<file path="config.mk">
export PLATFORM = sky130hd
export DESIGN_NAME = banner_cmd_sequencer
export DESIGN_NICKNAME = d
export VERILOG_FILES = /design/src/rtl/banner_cmd_sequencer.sv
export SDC_FILE = /design/constraint.sdc
export NUM_CORES = 1
export LEC_CHECK = 0
export BUFFER_PORTS_ARGS = -buffer_cell sky130_fd_sc_hd__buf_2
export CELL_PAD_IN_SITES_DETAIL_PLACEMENT = 0
export CELL_PAD_IN_SITES_GLOBAL_PLACEMENT = 1
export CORE_MARGIN = 2
export CORE_UTILIZATION = 46
export DETAILED_ROUTE_END_ITERATION = 8
export HOLD_SLACK_MARGIN = 0.08
export PLACE_DENSITY = 0.77
export SLEW_MARGIN = 25
export SYNTH_ARGS = -nofsm -noshare
export SYNTH_HDL_FRONTEND = slang
export SYNTH_SLANG_ARGS = --single-unit
</file>
<file path="constraint.sdc">
create_clock -name clk -period 9 [get_ports clk]
set_input_delay 1.35 -clock clk [delete_from_list [all_inputs] [get_ports clk]]
set_output_delay 1.35 -clock clk [all_outputs]
set_load 0.02 [all_outputs]
</file>
<file path="src/rtl/banner_cmd_sequencer.sv">
// -----------------------------------------------------------------------------
// banner_cmd_sequencer
//
// Sits between the UART RX/TX FIFOs and the banner datapath. Pops command
// bytes from the RX FIFO and turns them into single-cycle strobes for the
// BCD shift register, collects NUM_DIGITS ASCII digits into a packed BCD word
// committed with one sr_write pulse, generates the scroll-step tick, and
// answers every consumed command with an ack byte ('K' = ok, '?' = rejected).
//
// Ports
//   clk, reset            rising-edge clock, asynchronous active-high reset
//   rx_empty, rx_data     RX FIFO status and head byte (first-word-fall-through)
//   rd_data               RX FIFO pop
//   tx_full               TX FIFO status
//   tx_data, wr_data      TX FIFO push byte and push strobe
//   sr_data, sr_write     packed BCD word and its load strobe
//   sr_start, sr_pause    start / pause strobes
//   sr_left, sr_right     scroll direction strobes
//   scroll_tick           one scroll step, only while running
//   banner_write          high while a digit entry is in progress
//   running               scroll enabled flag
//
// FIFO handshake: the RX side is "valid = ~rx_empty, ready = rd_data"; a byte
// is consumed in exactly the cycle where rd_data is high, and rd_data is never
// high unless rx_empty is low. The TX side is "valid = wr_data,
// ready = ~tx_full"; wr_data is only raised when tx_full is low, so every
// asserted wr_data cycle is a completed push.
// -----------------------------------------------------------------------------
module banner_cmd_sequencer #(
    parameter int NUM_DIGITS     = 6,
    parameter int BASE_DIV       = 5_000_000,
    parameter int TIMEOUT_CYCLES = 50_000_000
) (
    input  logic                    clk,
    input  logic                    reset,
    input  logic                    rx_empty,
    input  logic [7:0]              rx_data,
    output logic                    rd_data,
    input  logic                    tx_full,
    output logic [7:0]              tx_data,
    output logic                    wr_data,
    output logic [4*NUM_DIGITS-1:0] sr_data,
    output logic                    sr_write,
    output logic                    sr_start,
    output logic                    sr_pause,
    output logic                    sr_left,
    output logic                    sr_right,
    output logic                    scroll_tick,
    output logic                    banner_write,
    output logic                    running
);

    localparam int W  = 4 * NUM_DIGITS;
    localparam int CW = $clog2(NUM_DIGITS + 1);

    localparam logic [CW-1:0] LAST_DIGIT = CW'(NUM_DIGITS - 1);
    localparam logic [31:0]   TO_LAST    = 32'(TIMEOUT_CYCLES - 1);
    localparam logic [31:0]   BASE       = 32'(BASE_DIV);
    localparam logic [7:0]    ACK_OK     = 8'h4B;  // 'K'
    localparam logic [7:0]    ACK_ERR    = 8'h3F;  // '?'

    typedef enum logic [1:0] {
        S_CMD,
        S_DIGITS,
        S_COMMIT,
        S_ACK
    } state_t;

    state_t          state, state_n;
    logic [W-1:0]    buffer, buffer_n;
    logic [W-1:0]    sr_data_n;
    logic [CW-1:0]   count, count_n;
    logic [31:0]     timeout, timeout_n;
    logic [7:0]      ack, ack_n;
    logic [2:0]      speed, speed_n;
    logic            running_n;
    logic            start_n, pause_n, left_n, right_n, write_n;
    logic            pre_clear;
    logic [31:0]     prescaler;
    logic [31:0]     period;
    logic [7:0]      lc;
    logic            is_digit;

    // Fold upper-case letters onto lower case so command decode is
    // case-insensitive; other bytes pass through unchanged.
    assign lc       = (rx_data >= 8'h41 && rx_data <= 8'h5A) ? (rx_data | 8'h20) : rx_data;
    assign is_digit = (rx_data >= 8'h30) && (rx_data <= 8'h39);

    // -------------------------------------------------------------------------
    // Next-state / output logic
    // -------------------------------------------------------------------------
    always_comb begin
        state_n   = state;
        buffer_n  = buffer;
        sr_data_n = sr_data;
        count_n   = count;
        timeout_n = timeout;
        ack_n     = ack;
        speed_n   = speed;
        running_n = running;
        start_n   = 1'b0;
        pause_n   = 1'b0;
        left_n    = 1'b0;
        right_n   = 1'b0;
        write_n   = 1'b0;
        pre_clear = 1'b0;
        rd_data   = 1'b0;
        wr_data   = 1'b0;

        case (state)
            S_CMD: begin
                rd_data = ~rx_empty;
                if (!rx_empty) begin
                    state_n = S_ACK;
                    ack_n   = ACK_OK;
                    case (lc)
                        "w": begin
                            state_n   = S_DIGITS;
                            buffer_n  = '0;
                            count_n   = '0;
                            timeout_n = '0;
                        end
                        "s": begin
                            start_n   = 1'b1;
                            running_n = 1'b1;
                        end
                        "p": begin
                            pause_n   = 1'b1;
                            running_n = 1'b0;
                            pre_clear = 1'b1;
                        end
                        "l": left_n = 1'b1;
                        "r": right_n = 1'b1;
                        "+": speed_n = (speed == 3'd0) ? 3'd0 : speed - 3'd1;
                        "-": speed_n = (speed == 3'd7) ? 3'd7 : speed + 3'd1;
                        default: ack_n = ACK_ERR;
                    endcase
                end
            end

            S_DIGITS: begin
                rd_data = ~rx_empty;
                if (!rx_empty) begin
                    if (is_digit) begin
                        // For an ASCII digit, the low nibble is the BCD value.
                        buffer_n  = {buffer[W-5:0], rx_data[3:0]};
                        count_n   = count + CW'(1);
                        timeout_n = '0;
                        if (count == LAST_DIGIT) begin
                            // sr_data and sr_write become visible together
                            // in the COMMIT cycle.
                            state_n   = S_COMMIT;
                            sr_data_n = {buffer[W-5:0], rx_data[3:0]};
                            write_n   = 1'b1;
                        end
                    end else begin
                        state_n = S_ACK;
                        ack_n   = ACK_ERR;
                    end
                end else if (timeout == TO_LAST) begin
                    state_n = S_ACK;
                    ack_n   = ACK_ERR;
                end else begin
                    timeout_n = timeout + 32'd1;
                end
            end

            S_COMMIT: begin
                state_n = S_ACK;
                ack_n   = ACK_OK;
            end

            S_ACK: begin
                wr_data = ~tx_full;
                if (!tx_full) begin
                    state_n = S_CMD;
                end
            end

            default: state_n = S_CMD;
        endcase
    end

    // -------------------------------------------------------------------------
    // State and datapath registers
    // -------------------------------------------------------------------------
    always_ff @(posedge clk or posedge reset) begin
        if (reset) begin
            state    <= S_CMD;
            buffer   <= '0;
            sr_data  <= '0;
            count    <= '0;
            timeout  <= '0;
            ack      <= 8'h00;
            speed    <= 3'd3;
            running  <= 1'b0;
            sr_start <= 1'b0;
            sr_pause <= 1'b0;
            sr_left  <= 1'b0;
            sr_right <= 1'b0;
            sr_write <= 1'b0;
        end else begin
            state    <= state_n;
            buffer   <= buffer_n;
            sr_data  <= sr_data_n;
            count    <= count_n;
            timeout  <= timeout_n;
            ack      <= ack_n;
            speed    <= speed_n;
            running  <= running_n;
            sr_start <= start_n;
            sr_pause <= pause_n;
            sr_left  <= left_n;
            sr_right <= right_n;
            sr_write <= write_n;
        end
    end

    assign tx_data      = ack;
    assign banner_write = (state == S_DIGITS);

    // -------------------------------------------------------------------------
    // Scroll prescaler. The period follows the live speed value, so a speed
    // change lands at the next wrap; '>=' makes a prescaler that is already
    // past a shortened period wrap straight away instead of running to 2^32.
    // -------------------------------------------------------------------------
    assign period      = BASE * (32'(speed) + 32'd1);
    assign scroll_tick = running && (prescaler >= period - 32'd1);

    always_ff @(posedge clk or posedge reset) begin
        if (reset) begin
            prescaler <= '0;
        end else if (pre_clear) begin
            prescaler <= '0;
        end else if (running) begin
            prescaler <= scroll_tick ? 32'd0 : prescaler + 32'd1;
        end
    end

endmodule

</file>
**After elaboration in Yosys (flattened, before gate mapping)**

Cells that the tools add are included.

- Bitwise gates (word level): 2
- Add/sub/neg operators: 7
- Equality and inequality tests: 23
- Mux-type cells: 56
- $lt $le $gt $ge: 5
- Reductions and logical operators: 19
- Multipliers: 1

Operators by type and width:

| kind | number |
|---|---|
| $mux 32 | 8 |
| $mux 20 | 4 |
| $add 32x1->32 const B | 2 |
| $pmux 32 s2 | 1 |
| $eq 8x7->1 const B | 5 |
| $pmux 20 s2 | 1 |
| $eq 32x26->1 const B | 1 |
| $ge 32x32->1 | 1 |
| $mux 8 | 4 |
| $sub 27x1->28 const B | 1 |
| $pmux 8 s3 | 1 |
| $mul 17x4->21 const A | 1 |
| $mux 1 | 18 |
| $mux 3 | 6 |
| $eq 8x6->1 const B | 2 |
| $mux 2 | 7 |
| $pmux 3 s2 | 2 |
| $reduce_and 4->1 | 3 |
| $reduce_and 5->1 | 2 |
| $ge 8x6->1 const B | 1 |
| $ge 8x7->1 const B | 1 |
| $le 8x6->1 const B | 1 |
| $le 8x7->1 const B | 1 |
| $pmux 2 s4 | 1 |
| 23 further kinds | 38 |

- Logic and storage cells: 127
- Bits in registers: 130
- Bits of input ports: 12

**Longest topological paths before layout**

- Depth in word-level cells: 8
- Depth in mapped cells: 24

**Worst setup path after synthesis**

OpenSTA, ideal clock, no wires.

- Path type: reg-to-output
- Start point: register speed[0]
- End point: output scroll_tick
- Cell stages (with the launch flop): 21
- Path slack: 2290 ps
- Arrival: 5360 ps
- Path through: dfstp_2 > ha_1 > inv_1 > ha_1 > ha_1 > fa_1 > ha_1 > nand3_1 > nor2_1 > or4_4 > a21bo_2 > or4_1 > and4_1 > xor2_1 > ha_1 > nand4_1 > or2_2 > o211ai_1 > o211ai_1 > nand2b_1 > and2_1

- Longest elaborated chain between the ends: 5

RTL lines:

| element | line | text |
|---|---|---|
| start: declaration | 75 | `logic [2:0] speed, speed_n;` |
| start signal: assignment | 209 | `speed <= speed_n;` |
| $add 3x1->4 | 227 | `assign period = BASE * (32'(speed) + 32'd1);` |
| $mul 17x4->21 | 227 |  |
| $sub 27x1->28 | 228 | `assign scroll_tick = running && (prescaler >= period - 32'd1);` |
| $ge 32x32->1 | 228 |  |
| $logic_and 1x1->1 | 228 |  |
| end: declaration | 48 | `output logic scroll_tick,` |

No other way between the ends.

**Worst setup path after layout**

Ends and elaborated chain as after synthesis.

==> impl_metrics.csv <==
group,metric,value,unit
sta,worst_pin_slew,1.049,ns
critical_path,timing.rr.end,"prescaler[4]",
floorplanning,boundaryPins,54,
clock_tree,clock_latency,0.41,ns
floorplanning,rows,47,
detailed_routing,vias,5974,
run_status,status,"completed",
power,p_leak,4.057,nW
detailed_routing,wl_met1,8.353,mm
job,maxCapViolCount,0,
critical_path,crit_start,"speed[0]",
critical_path,cp-start-kind,"flip-flop",
clock_tree,cts.htree.levels,4,
placed_design,gp_congestion,0.8350,
critical_path,crit_path_end,"scroll_tick",
power,power_density,250.3,nW/µm²
global_routing,antenna_found_initial,0,
clock_tree,hold_buffers,0,
detailed_routing,dr.max_layer_used,"met4",
detailed_routing,drt_iter0_drc,464,
synthesis,async_reset_ff_frac,1.000,
clock_tree,cts_tree,"done",
synthesis,synth_top_cell_by_area,"dfrtp_1",
synthesis,synth_area,7634,µm²
finish,fin_nets,924,
sta,rsz0062_at_grt,"no",
critical_path,r2r_start,"speed[0]",
synthesis,synth-main-ff-cell,"dfrtp_1",
power,power,0.002156,W
critical_path,worstSetupPathType,"flip-flop to output port",
critical_path,r2r.worst_path.cells,22,
hold_path,hold_path.class,"flip-flop to flip-flop",
clock_tree,ctsResizeCount,0,
finish,syn_to_final_growth,12.87,%
synthesis,synth_common_cells,"dfrtp_1, nor2_1, nand2_1, ha_1, nand3_1",
synthesis,netlist_instances,808,
floorplanning,dieHeight,132.8,µm
sta,slew-limit-headroom,0.2975,
sta,final_max_slew_viol_count,0,
sta,setup-tns-final,0,ns
floorplanning,core-area,16410,µm²
finish,final_util,0.5251,
detailed_routing,dr_wl_met3,540,µm
clock_tree,post_cts_buffers,0,
sta,fin_worst_skew,0.008775,ns
placed_design,io_buffers,52,
critical_path,cp.arrival,6.59,ns
synthesis,syn-num-nets,880,
floorplanning,die_w,132.8,µm
detailed_routing,routed_wirelength,17.13,mm
placed_design,dp_hpwl,12.39,mm
global_routing,grt_max_degree,65,
global_routing,grt_pass1_vias,6058,
detailed_routing,routedWlPerCell,15.79,µm
global_routing,overflow,0,
clock_tree,cts-buffers-inserted,17,
floorplanning,fp.dieArea,17640,µm²
clock_tree,clkSinkCount,125,
finish,nFillCells,1533,
detailed_routing,ant_nets,0,
sta,fmaxAchievable,126.0,MHz
synthesis,synth.distinct_cells,64,
sta,setup_violations,0,
synthesis,yosysTopAreaCellShare,0.4032,
synthesis,avgSynthCellArea,9.447,µm²
synthesis,synthTopCellsByArea,"dfrtp_1, ha_1, xor2_1, nor2_1, nand2_1",
critical_path,regToRegSetupSlack,2.25,ns
sta,hold_violations,0,
detailed_routing,dr_wl_met2,8.071,mm
critical_path,endpoint_kind,"output port",
clock_tree,root_buffer,"clkbuf_16",
clock_tree,clk_pin_slew_worst_paths,0.06,ns
synthesis,synth-edff-count,0,
clock_tree,cts_buffer_depth,2,
synthesis,seq_area_frac_synth,0.4101,
sta,fin_crit,7.938,ns
floorplanning,start_util,0.4653,
finish,antenna_cells,0,
synthesis,yosysMostFrequentCell,"dfrtp_1",
critical_path,required,7.65,ns
sta,period_share,0.8820,
detailed_routing,first_pass_iters,5,
detailed_routing,drc,0,
global_routing,track_usage,0.2050,
detailed_routing,viasPerCell,5.506,
critical_path,critPathMaxFanout,15,
synthesis,yosys_warnings,0,
global_routing,grt_pass1_wl,29.55,mm
power,irDropWorstVdd,0.1340,mV
synthesis,synth_seq_cells,125,
finish,drive_gt1_frac,0.1595,
-- state kept, by name (all words and copies together), names as in the netlist, 2 cells and up --
signal	count
state	2
buffer	20
tx_data	3
prescaler	32
timeout	32
count	3
speed	3
sr_data	24
-- final cells by class --
cell class                      count  area [µm²]  area share
Multi-Input combinational cell    622        4243      0.4924
Clock inverter                     14       132.6     0.01539
Inverter                           30       115.1     0.01336
Tap cell                          220       275.3     0.03195
Timing Repair Buffer               56       290.3     0.03369
Sequential cell                   125        3131      0.3633
Clock buffer                       18       429.2     0.04981
-- stage by stage --
step           hold slack, ns  std cells  instance area, µm²  worst slack [ns]
2_1_floorplan          0.4331        808                7634             2.290
3_3_place_gp           0.4484       1053                8051             1.754
3_5_place_dp           0.4553       1053                8054             1.576
4_1_cts                0.4686       1085                8616             1.104
5_1_grt                0.4995       1085                8616            0.6138
6_report               0.4686       1085                8616             1.062
-- power by group --
part	total (W)	switching [W]	leakage, nW	internal [W]
Sequential	0.000693	0.0000710	1.70	0.000622
Combinational	0.000812	0.000503	2.09	0.000309
Clock	0.000652	0.000268	0.268	0.000384
Total	0.00216	0.000842	4.06	0.00131
-- routing by layer --
metal,vias up,track usage
li1,2921,-
met1,2928,0.2845
met4,0,0.05615
met2,110,0.3310
met5,-,0
met3,15,0.03716
-- cell families after synthesis --
family                     share of synthesized area
and+or+nand+nor                               0.2326
DFF                                           0.4101
AOI/OAI and AO/OA                            0.09212
xor gates and xnor gates                     0.09064
buffers and inverters                        0.03557
adders and majority gates                     0.1003
muxes                                        0.03819
other                                      0.0004913
-- worst min-delay path by stage --
| stage | startpoint | endpoint | cells past startpoint |
|---|---|---|---|
| final | buffer[18] | buffer[18] | 2 |
| after global placement | buffer[17] | buffer[17] | 2 |
| after CTS | buffer[18] | buffer[18] | 2 |
| after floorplan | buffer[16] | buffer[16] | 2 |
| after detailed placement | buffer[18] | buffer[18] | 2 |
| after global routing | buffer[18] | buffer[18] | 2 |
-- cells in the final DEF (no fill, tap or decap), types with 29 or more instances in the layout --
cell,n
ha_1,57
dfrtp_1,123
nand2_1,85
nor2_1,84
o21ai_0,29
xnor2_1,32
nand4_1,30
xor2_1,47
buf_2,52
inv_1,29
nand3_1,48
-- worst max-delay path: stages, from the launching register on --
cell,delay [ns]
dfstp_2,0.60
inv_1,0.23
ha_1,0.64
ha_1,0.35
xnor2_1,0.17
ha_1,0.22
inv_1,0.07
fa_1,0.41
nand2b_1,0.20
a21o_1,0.17
a211oi_1,0.36
a21bo_2,0.32
or4_1,0.53
and4_1,0.21
xor2_1,0.15
ha_1,0.30
a21o_1,0.16
a21oi_1,0.18
o211ai_1,0.11
o211ai_1,0.28
nand2b_1,0.18
and2_1,0.19
buf_2,0.15
Power figures use the tool's default switching activity.
